$ cat src/rtl/chien_search_ctrl.sv
// chien_search_ctrl
// Chien search sequencer for the RS(15,11) decoder over GF(16) (x^4+x+1, alpha=2).
// It evaluates Lambda(x) = L0 + L1*x + L2*x^2 at alpha^1..alpha^15. Each step
// produces one flag for codeword positions 14 down to 0. The block also records
// up to two error positions and flags a root-count failure.
//
// Ports:
//   CLK, RESET           rising-edge clock, async active-high reset
//   START                begin a search (sampled only in IDLE)
//   LAMBDA_0/1/2         locator coefficients, sampled with START
//   LAMBDA_DEG           locator degree from the key-equation solver
//   BUSY                 search in progress
//   POS_VALID/IDX/ERR    per-position flag stream, position 14 first
//   ERR_POS_0/1          first / second root positions found
//   ERR_COUNT            roots found, saturating at 2
//   ROOT_FAIL            uncorrectable pattern
//   DONE                 single-cycle completion pulse
module chien_search_ctrl (
  input  logic       CLK,
  input  logic       RESET,
  input  logic       START,
  input  logic [3:0] LAMBDA_0,
  input  logic [3:0] LAMBDA_1,
  input  logic [3:0] LAMBDA_2,
  input  logic [1:0] LAMBDA_DEG,
  output logic       BUSY,
  output logic       POS_VALID,
  output logic [3:0] POS_IDX,
  output logic       POS_ERR,
  output logic [3:0] ERR_POS_0,
  output logic [3:0] ERR_POS_1,
  output logic [1:0] ERR_COUNT,
  output logic       ROOT_FAIL,
  output logic       DONE
);

  localparam int unsigned SYM_W = 4;
  localparam int unsigned CNT_W = 4;
  localparam int unsigned DEG_W = 2;
  localparam logic [CNT_W-1:0] LAST_STEP = CNT_W'(15);

  typedef enum logic [1:0] {
    IDLE   = 2'd0,
    SEARCH = 2'd1,
    FIN    = 2'd2
  } state_t;

  // Constant multiply by alpha: shift left, fold x^4 back in as x+1.
  function automatic logic [SYM_W-1:0] gf_mul_a(input logic [SYM_W-1:0] a);
    gf_mul_a = {a[2:0], 1'b0} ^ (a[3] ? SYM_W'(4'h3) : SYM_W'(4'h0));
  endfunction

  // Constant multiply by alpha^2.
  function automatic logic [SYM_W-1:0] gf_mul_a2(input logic [SYM_W-1:0] a);
    gf_mul_a2 = gf_mul_a(gf_mul_a(a));
  endfunction

  state_t           state, state_nxt;
  logic [CNT_W-1:0] cnt, cnt_nxt;
  logic [SYM_W-1:0] l0, l0_nxt;
  logic [SYM_W-1:0] r1, r1_nxt;
  logic [SYM_W-1:0] r2, r2_nxt;
  logic [DEG_W-1:0] deg, deg_nxt;
  logic             overflow, overflow_nxt;

  logic             busy_nxt;
  logic             pos_valid_nxt;
  logic [CNT_W-1:0] pos_idx_nxt;
  logic             pos_err_nxt;
  logic [SYM_W-1:0] err_pos_0_nxt;
  logic [SYM_W-1:0] err_pos_1_nxt;
  logic [1:0]       err_count_nxt;
  logic             root_fail_nxt;
  logic             done_nxt;

  logic [SYM_W-1:0] eval;
  logic             is_root;

  // Lambda evaluated at the current field element.
  assign eval    = l0 ^ r1 ^ r2;
  assign is_root = (eval == SYM_W'(0));

  // State and datapath registers.
  always_ff @(posedge CLK or posedge RESET) begin
    if (RESET) begin
      state     <= IDLE;
      cnt       <= '0;
      l0        <= '0;
      r1        <= '0;
      r2        <= '0;
      deg       <= '0;
      overflow  <= 1'b0;
      BUSY      <= 1'b0;
      POS_VALID <= 1'b0;
      POS_IDX   <= '0;
      POS_ERR   <= 1'b0;
      ERR_POS_0 <= '0;
      ERR_POS_1 <= '0;
      ERR_COUNT <= '0;
      ROOT_FAIL <= 1'b0;
      DONE      <= 1'b0;
    end else begin
      state     <= state_nxt;
      cnt       <= cnt_nxt;
      l0        <= l0_nxt;
      r1        <= r1_nxt;
      r2        <= r2_nxt;
      deg       <= deg_nxt;
      overflow  <= overflow_nxt;
      BUSY      <= busy_nxt;
      POS_VALID <= pos_valid_nxt;
      POS_IDX   <= pos_idx_nxt;
      POS_ERR   <= pos_err_nxt;
      ERR_POS_0 <= err_pos_0_nxt;
      ERR_POS_1 <= err_pos_1_nxt;
      ERR_COUNT <= err_count_nxt;
      ROOT_FAIL <= root_fail_nxt;
      DONE      <= done_nxt;
    end
  end

  // Next-state and next-output logic.
  always_comb begin
    state_nxt     = state;
    cnt_nxt       = cnt;
    l0_nxt        = l0;
    r1_nxt        = r1;
    r2_nxt        = r2;
    deg_nxt       = deg;
    overflow_nxt  = overflow;
    busy_nxt      = BUSY;
    pos_valid_nxt = 1'b0;
    pos_idx_nxt   = POS_IDX;
    pos_err_nxt   = POS_ERR;
    err_pos_0_nxt = ERR_POS_0;
    err_pos_1_nxt = ERR_POS_1;
    err_count_nxt = ERR_COUNT;
    root_fail_nxt = ROOT_FAIL;
    done_nxt      = 1'b0;

    case (state)
      IDLE: begin
        if (START) begin
          l0_nxt        = LAMBDA_0;
          r1_nxt        = gf_mul_a(LAMBDA_1);
          r2_nxt        = gf_mul_a2(LAMBDA_2);
          deg_nxt       = LAMBDA_DEG;
          overflow_nxt  = 1'b0;
          err_pos_0_nxt = '0;
          err_pos_1_nxt = '0;
          err_count_nxt = 2'd0;
          root_fail_nxt = 1'b0;
          cnt_nxt       = CNT_W'(1);
          busy_nxt      = 1'b1;
          state_nxt     = SEARCH;
        end
      end

      SEARCH: begin
        // Step cnt tests alpha^cnt, i.e. the locator root of position 15-cnt.
        pos_valid_nxt = 1'b1;
        pos_idx_nxt   = LAST_STEP - cnt;
        pos_err_nxt   = is_root;
        r1_nxt        = gf_mul_a(r1);
        r2_nxt        = gf_mul_a2(r2);
        cnt_nxt       = cnt + CNT_W'(1);
        if (is_root) begin
          case (ERR_COUNT)
            2'd0: begin
              err_pos_0_nxt = LAST_STEP - cnt;
              err_count_nxt = 2'd1;
            end
            2'd1: begin
              err_pos_1_nxt = LAST_STEP - cnt;
              err_count_nxt = 2'd2;
            end
            default: overflow_nxt = 1'b1;
          endcase
        end
        if (cnt == LAST_STEP) begin
          state_nxt = FIN;
        end
      end

      FIN: begin
        done_nxt      = 1'b1;
        root_fail_nxt = overflow | (ERR_COUNT != deg);
        busy_nxt      = 1'b0;
        state_nxt     = IDLE;
      end

      default: state_nxt = IDLE;
    endcase
  end

endmodule

$ cat config.mk
export PLATFORM = sky130hd
export DESIGN_NAME = chien_search_ctrl
export DESIGN_NICKNAME = d
export VERILOG_FILES = /design/src/rtl/chien_search_ctrl.sv
export SDC_FILE = /design/constraint.sdc
export NUM_CORES = 1
export LEC_CHECK = 0
export CORE_ASPECT_RATIO = 1.5
export CORE_UTILIZATION = 35
export CTS_BUF_LIST = sky130_fd_sc_hd__clkbuf_16
export DETAILED_ROUTE_END_ITERATION = 7
export PLACE_DENSITY_LB_ADDON = 0.1
export REMOVE_ABC_BUFFERS = 1
export SYNTH_ARGS = -nofsm -noshare
export SYNTH_HDL_FRONTEND = slang
export SYNTH_SLANG_ARGS = --single-unit
$ cat constraint.sdc
create_clock -name CLK -period 2.67 [get_ports CLK]
set_clock_uncertainty 0.05 [all_clocks]
set_input_delay 0.6675 -clock CLK [delete_from_list [all_inputs] [get_ports CLK]]
set_output_delay 0.6675 -clock CLK [all_outputs]
set_load 0.02 [all_outputs]
==> metrics, run 1 <==
adder-cell share of the synthesized area=less than 1%; Worst-path clk slew=0.06 ns; Worst setup EP type=primary output; slew margin rel.=between 50% and 60%; Peak VDD IR=0.4404 mV; core box area=4926 um2; Worst Hold Launch=POS_IDX[2]; RSZ-0062 raised after global routing=no; Post-CTS Setup Repair Bufs=0; kind of critical path=flop to primary output; Clock Latency Late Sink=0.28 ns; crit path from=ERR_COUNT[1]; critical-path cell list=clkdlybuf4s50_1; Antenna Cells=0; initial antenna violation count=0; Netlist cell types=33; post-CTS sizing=0; Max Cap Viol=0; fillers=484; antenna-violating nets left=0; commonest cells after routing, fill and taps aside=nand2_1, dfrtp_1, clkdlybuf4s50_1, o21ai_0, nor2_1; CP max stage cell=clkdlybuf4s50_1; layout cell share with drive strength beyond 1=8.676%; via count=1,421; Die Y=90.48 um; setup ws final=0.4457 ns; Synth Area in XOR/XNOR=8.836%; DP HPWL=3035 um; fin cells=285; Max H-tree Level=2; Global Route Usage Sum=around 18%; WL final=around 4400 um; Syn Std Cell Area=1827 um2; Critical Path Fanout Max=9; clock root cell=clkbuf_16; flops & latches, synth=40; CTS Buffer Depth=2; total chip power=2.953 mW; Arr. time, crit path=1.51 ns; Die Area=5518 um2; CTS Buf Count=5; P&R area growth vs syn=31.03%; Max Slew Vio Count=0; crit-path max cell delay=0.69 ns; EDFF count, synth=0; minimum clock period after layout=roughly 2.2 ns; status=finished, final reports clean; routed len/inst=15.51 um; I/O pin count=36; multiplexer share of the synthesized area=0.6164%; FFs w/ async S/R, synth=100.0%; CP top delay family=buffers and inverters; Port Buf Inserts=35; Placer Congestion=0.8220; final hold vios=0; vias in the first global route=1,453; DRC=0; simple-gate share of the synthesized area=18.08%; setup TNS=0 ns; Buf/Inv on CP=1; row cnt=31; CTS Sinks=40; hold_ws=around 0.42 ns; CTS tree=built; vias per cell=around 5; FF-to-FF Start=state[0]; post-synthesis sequential area ratio=54.79%; Synth Area in Compound Gates=13.63%; Avg Cell Area, Syn=10.09 um2; Final Net Count=236; Design Area, Final=around 2400 um2; Fmax=449.6 MHz; worst endpoint required time=1.95 ns; Placed Cells=approximately 280; hold crit path type=flop to flop; placed cell areas=2255 um2; worst slack, placed=0.2890 ns; startpoint types=flop; largest net degree at the start of global routing=41; first-pass GRT wire length=7196 um; Post-synth top flop=dfrtp_1; grt ovf=0; measured slew at the worst slew-check pin=about 0.71 ns; Syn Inst Count=181; LEAKAGE=approximately 1.1 nW; Yosys warnings=0; most common cell after layout, fill and taps aside=nand2_1; largest family of logic cells by synthesized area=simple AND/OR/NAND/NOR gates; initial core utilization=37.08%; part of the cycle the worst path needs=83.31%; die span in x=slightly above 60 um; PD cells=1234 nW/um2; cts hold-fix bufs=0; Final Core Density=48.59%; Starting DRT DRC Count=33; Pre-antenna DRT Iters=4; setup violators final=0
## sequential cells by signal, summed over array words and instances (netlist names), 4 cells and up
name / flops
ERR_POS_0: 4
ERR_POS_1: 4
POS_IDX: 4
cnt: 4
l0: 4
r1: 4
r2: 4
## cells by family (layout without fill, tap and decap cells)
kind of cell	count (synthesis)	count (layout)
AO/OA/AOI/OAI	42	42
AND/OR/NAND/NOR	70	70
multiplexers	1	1
buffers and inverters	15	53
XOR/XNOR	12	12
adder cells (fa/ha/maj)	1	1
flip-flops	40	40
## metal layers
layer  vias up  track usage [%]  routed length (um)
li1        691                -                   -
met5         -                0                   0
met2        34            29.76                2255
met3         9            3.725                 192
met1       687            22.27                1881
met4         0            7.765                  92
## path summary, 6_finish.rpt
kind | endpoint | slack (ns) | cells past startpoint
setup / recovery | ERR_COUNT[1] | 0.45 | 1
hold / removal | POS_IDX[2] | 0.42 | 2
setup reg to reg | ERR_POS_0[3] | 0.54 | 4
hold reg to reg | POS_IDX[2] | 0.42 | 2
max in group asynchronous | l0[3] | 1.45 | 3
min in group asynchronous | POS_VALID | 0.76 | 3
## cell usage after synthesis (2+ instances only)
cell,instances,share of area [%]
a21oi_1,6,1.6
a22o_1,2,0.96
a31oi_1,6,2.1
and3b_1,2,0.96
buf_2,4,1.1
clkbuf_1,5,1.0
dfrtp_1,40,55
inv_1,4,0.82
nand2_1,46,9.5
nor2_1,12,2.5
o21ai_0,16,4.4
o22ai_1,8,2.7
or4_4,2,1.2
xnor2_1,3,1.4
xnor3_1,3,3.7
xor2_1,5,2.4
## worst reg2reg max path, delay by kind of cell (launching register included)
kind / cells / cell delay [ns]
and+or+nand+nor: 3 / 1.34
DFF: 1 / 0.49
AOI/OAI and AO/OA: 1 / 0.10
## report_power, final
group / internal [mW] / leakage [nW] / total [mW] / switching [mW]
logic: 0.623 / 0.512 / 1.26 / 0.642
clock network: 0.339 / 0.0710 / 0.561 / 0.222
registers: 0.851 / 0.498 / 1.13 / 0.276
## final cells by class
type	instances	area, um2	area share, %
clock buffers	5	125.1	5.227
clock inverters	3	13.76	0.5750
inverters	5	18.77	0.7841
flip-flops and latches	40	1001	41.82
multi-input cells	126	764.5	31.94
well taps	66	82.58	3.450
repair buffers	40	387.9	16.20
(Power assumes the default switching activity.)
==> inputs of run 2 (changes only) <==
==> constraint.sdc (replaced) <==
create_clock -name CLK -period 2 [get_ports CLK]
set_clock_uncertainty 0.05 [all_clocks]
set_input_delay 0.5 -clock CLK [delete_from_list [all_inputs] [get_ports CLK]]
set_output_delay 0.5 -clock CLK [all_outputs]
set_load 0.02 [all_outputs]
==> run 2 against run 1 <==
Global-route usage down 0.80 points. Die area is the same. Setup slack got worse by 0.26 ns. Cell count increased by 4.2%. Clock power is 60% higher. Register-to-register slack got worse by 0.35 ns. Count of clock-buffer cells in the layout unchanged. Critical path depth is the same. Critical endpoint is now ERR_POS_0[0]. Design area up 6.0%. Non-clock buffer count increased by 12. Hold slack improved by 0.014 ns.
==> metrics, run 2 (synthesis gave the netlist of run 1 again) <==
grt ovf=0; critical-path cell list=clkdlybuf4s50_1; hold crit path type=flop to flop; CTS Buffer Depth=2; commonest cells after routing, fill and taps aside=nand2_1, dfrtp_1, clkdlybuf4s50_1, o21ai_0, buf_4; crit-path max cell delay=0.62 ns; Arr. time, crit path=1.27 ns; FF-to-FF Start=r1[3]; Post-CTS Setup Repair Bufs=0; WL final=approximately 4300 um; total chip power=4.205 mW; Pre-antenna DRT Iters=4; Max Slew Vio Count=0; P&R area growth vs syn=38.90%; Die Y=90.48 um; Worst-path clk slew=0.06 ns; Max H-tree Level=2; measured slew at the worst slew-check pin=between 0.3 and 0.4 ns; PD cells=1657 nW/um2; initial antenna violation count=0; worst endpoint required time=1.45 ns; CTS tree=built; setup violators final=0; die span in x=just over 60 um; final hold vios=0; LEAKAGE=1.160 nW; core box area=4926 um2; via count=1,453; Reg area=1001 um2; routed len/inst=14.33 um; fin cells=297; Buf/Inv on CP=1; fillers=474; clock root cell=clkbuf_16; R2R depth=4; Port Buf Inserts=35; crit path to=ERR_POS_0[0]; largest net degree at the start of global routing=41; R2R Setup Slk=around 0.19 ns; status=finished, final reports clean; part of the cycle the worst path needs=90.88%; Fmax=550.1 MHz; vias per cell=4.892; most common cell after layout, fill and taps aside=nand2_1; post-CTS sizing=0; kind of critical path=flop to primary output; Final Net Count=248; CTS Buf Count=5; CTS Sinks=40; hold_ws=between 0.4 and 0.5 ns; antenna-violating nets left=0; Placer Congestion=0.7964; Peak VDD IR=0.6292 mV; RSZ-0062 raised after global routing=no; I/O pin count=36; startpoint types=flop; row cnt=31; vias in the first global route=1,491; FF-to-FF End=ERR_POS_0[2]; layout cell share with drive strength beyond 1=13.85%; first-pass GRT wire length=around 7000 um; Worst setup EP type=primary output; slew margin rel.=77.16%; DRC=0; Multi-input gate area=~760 um2; Antenna Cells=0; DP HPWL=3006 um; CP Depth=1; CP top delay family=buffers and inverters; Placed Cells=289; Starting DRT DRC Count=45; crit path from=ERR_POS_0[0]; Clock Latency Late Sink=0.28 ns; minimum clock period after layout=1.818 ns; Critical Path Fanout Max=2; cts hold-fix bufs=0; initial core utilization=37.08%; CP max stage cell=clkdlybuf4s50_1; Die Area=approximately 5500 um2; setup TNS=0 ns; Max Cap Viol=0; Global Route Usage Sum=17.31%
run 2: changes by cell type in the layout (fill, tap and decap cells not counted), sizes merged:
cell      before  now
buf            5   17
bufinv         0    1
clkinv         4    2
clkinvlp       0    1
run 2: power by group:
part | total [mW] | internal (mW) | switching [mW] | leakage, nW
logic | 1.88 | 0.949 | 0.926 | 0.582
clock network | 0.895 | 0.585 | 0.309 | 0.0798
registers | 1.44 | 1.14 | 0.298 | 0.498
run 2: stage by stage:
step / utilization [%] / setup WS (ns) / instance area, um2
after floorplan: - / 0.07389 / 1784
after global placement: 48.11 / 0.05352 / 2370
after detailed placement: 48.11 / 0.04451 / 2370
after CTS: 51.51 / 0.1711 / 2537
after global routing: 51.51 / 0.1292 / 2537
final: 51.51 / 0.1823 / 2537
run 2: how the worst min path moves through the flow:
stage          startpoint         end  slack [ns]  cells past startpoint
2_1_floorplan       l0[2]       l0[2]        0.41                      2
3_3_place_gp   POS_IDX[0]  POS_IDX[0]        0.41                      2
3_5_place_dp      POS_ERR     POS_ERR        0.43                      2
4_1_cts        POS_IDX[2]  POS_IDX[2]        0.44                      2
5_1_grt           POS_ERR     POS_ERR        0.46                      2
6_report       POS_IDX[2]  POS_IDX[2]        0.44                      2
run 2: metal layers:
| metal | GRT usage (%) | vias to the layer above | wire [um] |
|---|---|---|---|
| li1 | - | 714 | - |
| met1 | 22.47 | 690 | 1832 |
| met2 | 27.56 | 40 | 2157 |
| met3 | 3.295 | 9 | 173 |
| met4 | 7.197 | 0 | 94 |
| met5 | 0 | - | 0 |
run 2: layout make-up:
class	count	area share, %
Sequential cell	40	39.45
Multi-Input combinational cell	126	30.13
Clock buffer	5	4.931
Inverter	5	0.7396
Timing Repair Buffer	52	19.82
Clock inverter	3	1.677
Tap cell	66	3.254
==> inputs of run 3 (changes only) <==
--- a/config.mk
+++ b/config.mk
@@ -9,6 +9,7 @@
 export CORE_UTILIZATION = 35
 export CTS_BUF_LIST = sky130_fd_sc_hd__clkbuf_16
 export DETAILED_ROUTE_END_ITERATION = 7
+export GPL_ROUTABILITY_DRIVEN = 0
 export PLACE_DENSITY_LB_ADDON = 0.1
 export REMOVE_ABC_BUFFERS = 1
 export SYNTH_ARGS = -nofsm -noshare
==> results of run 3 <==
The final DEF is identical to that of run 2; final timing and power are the same.
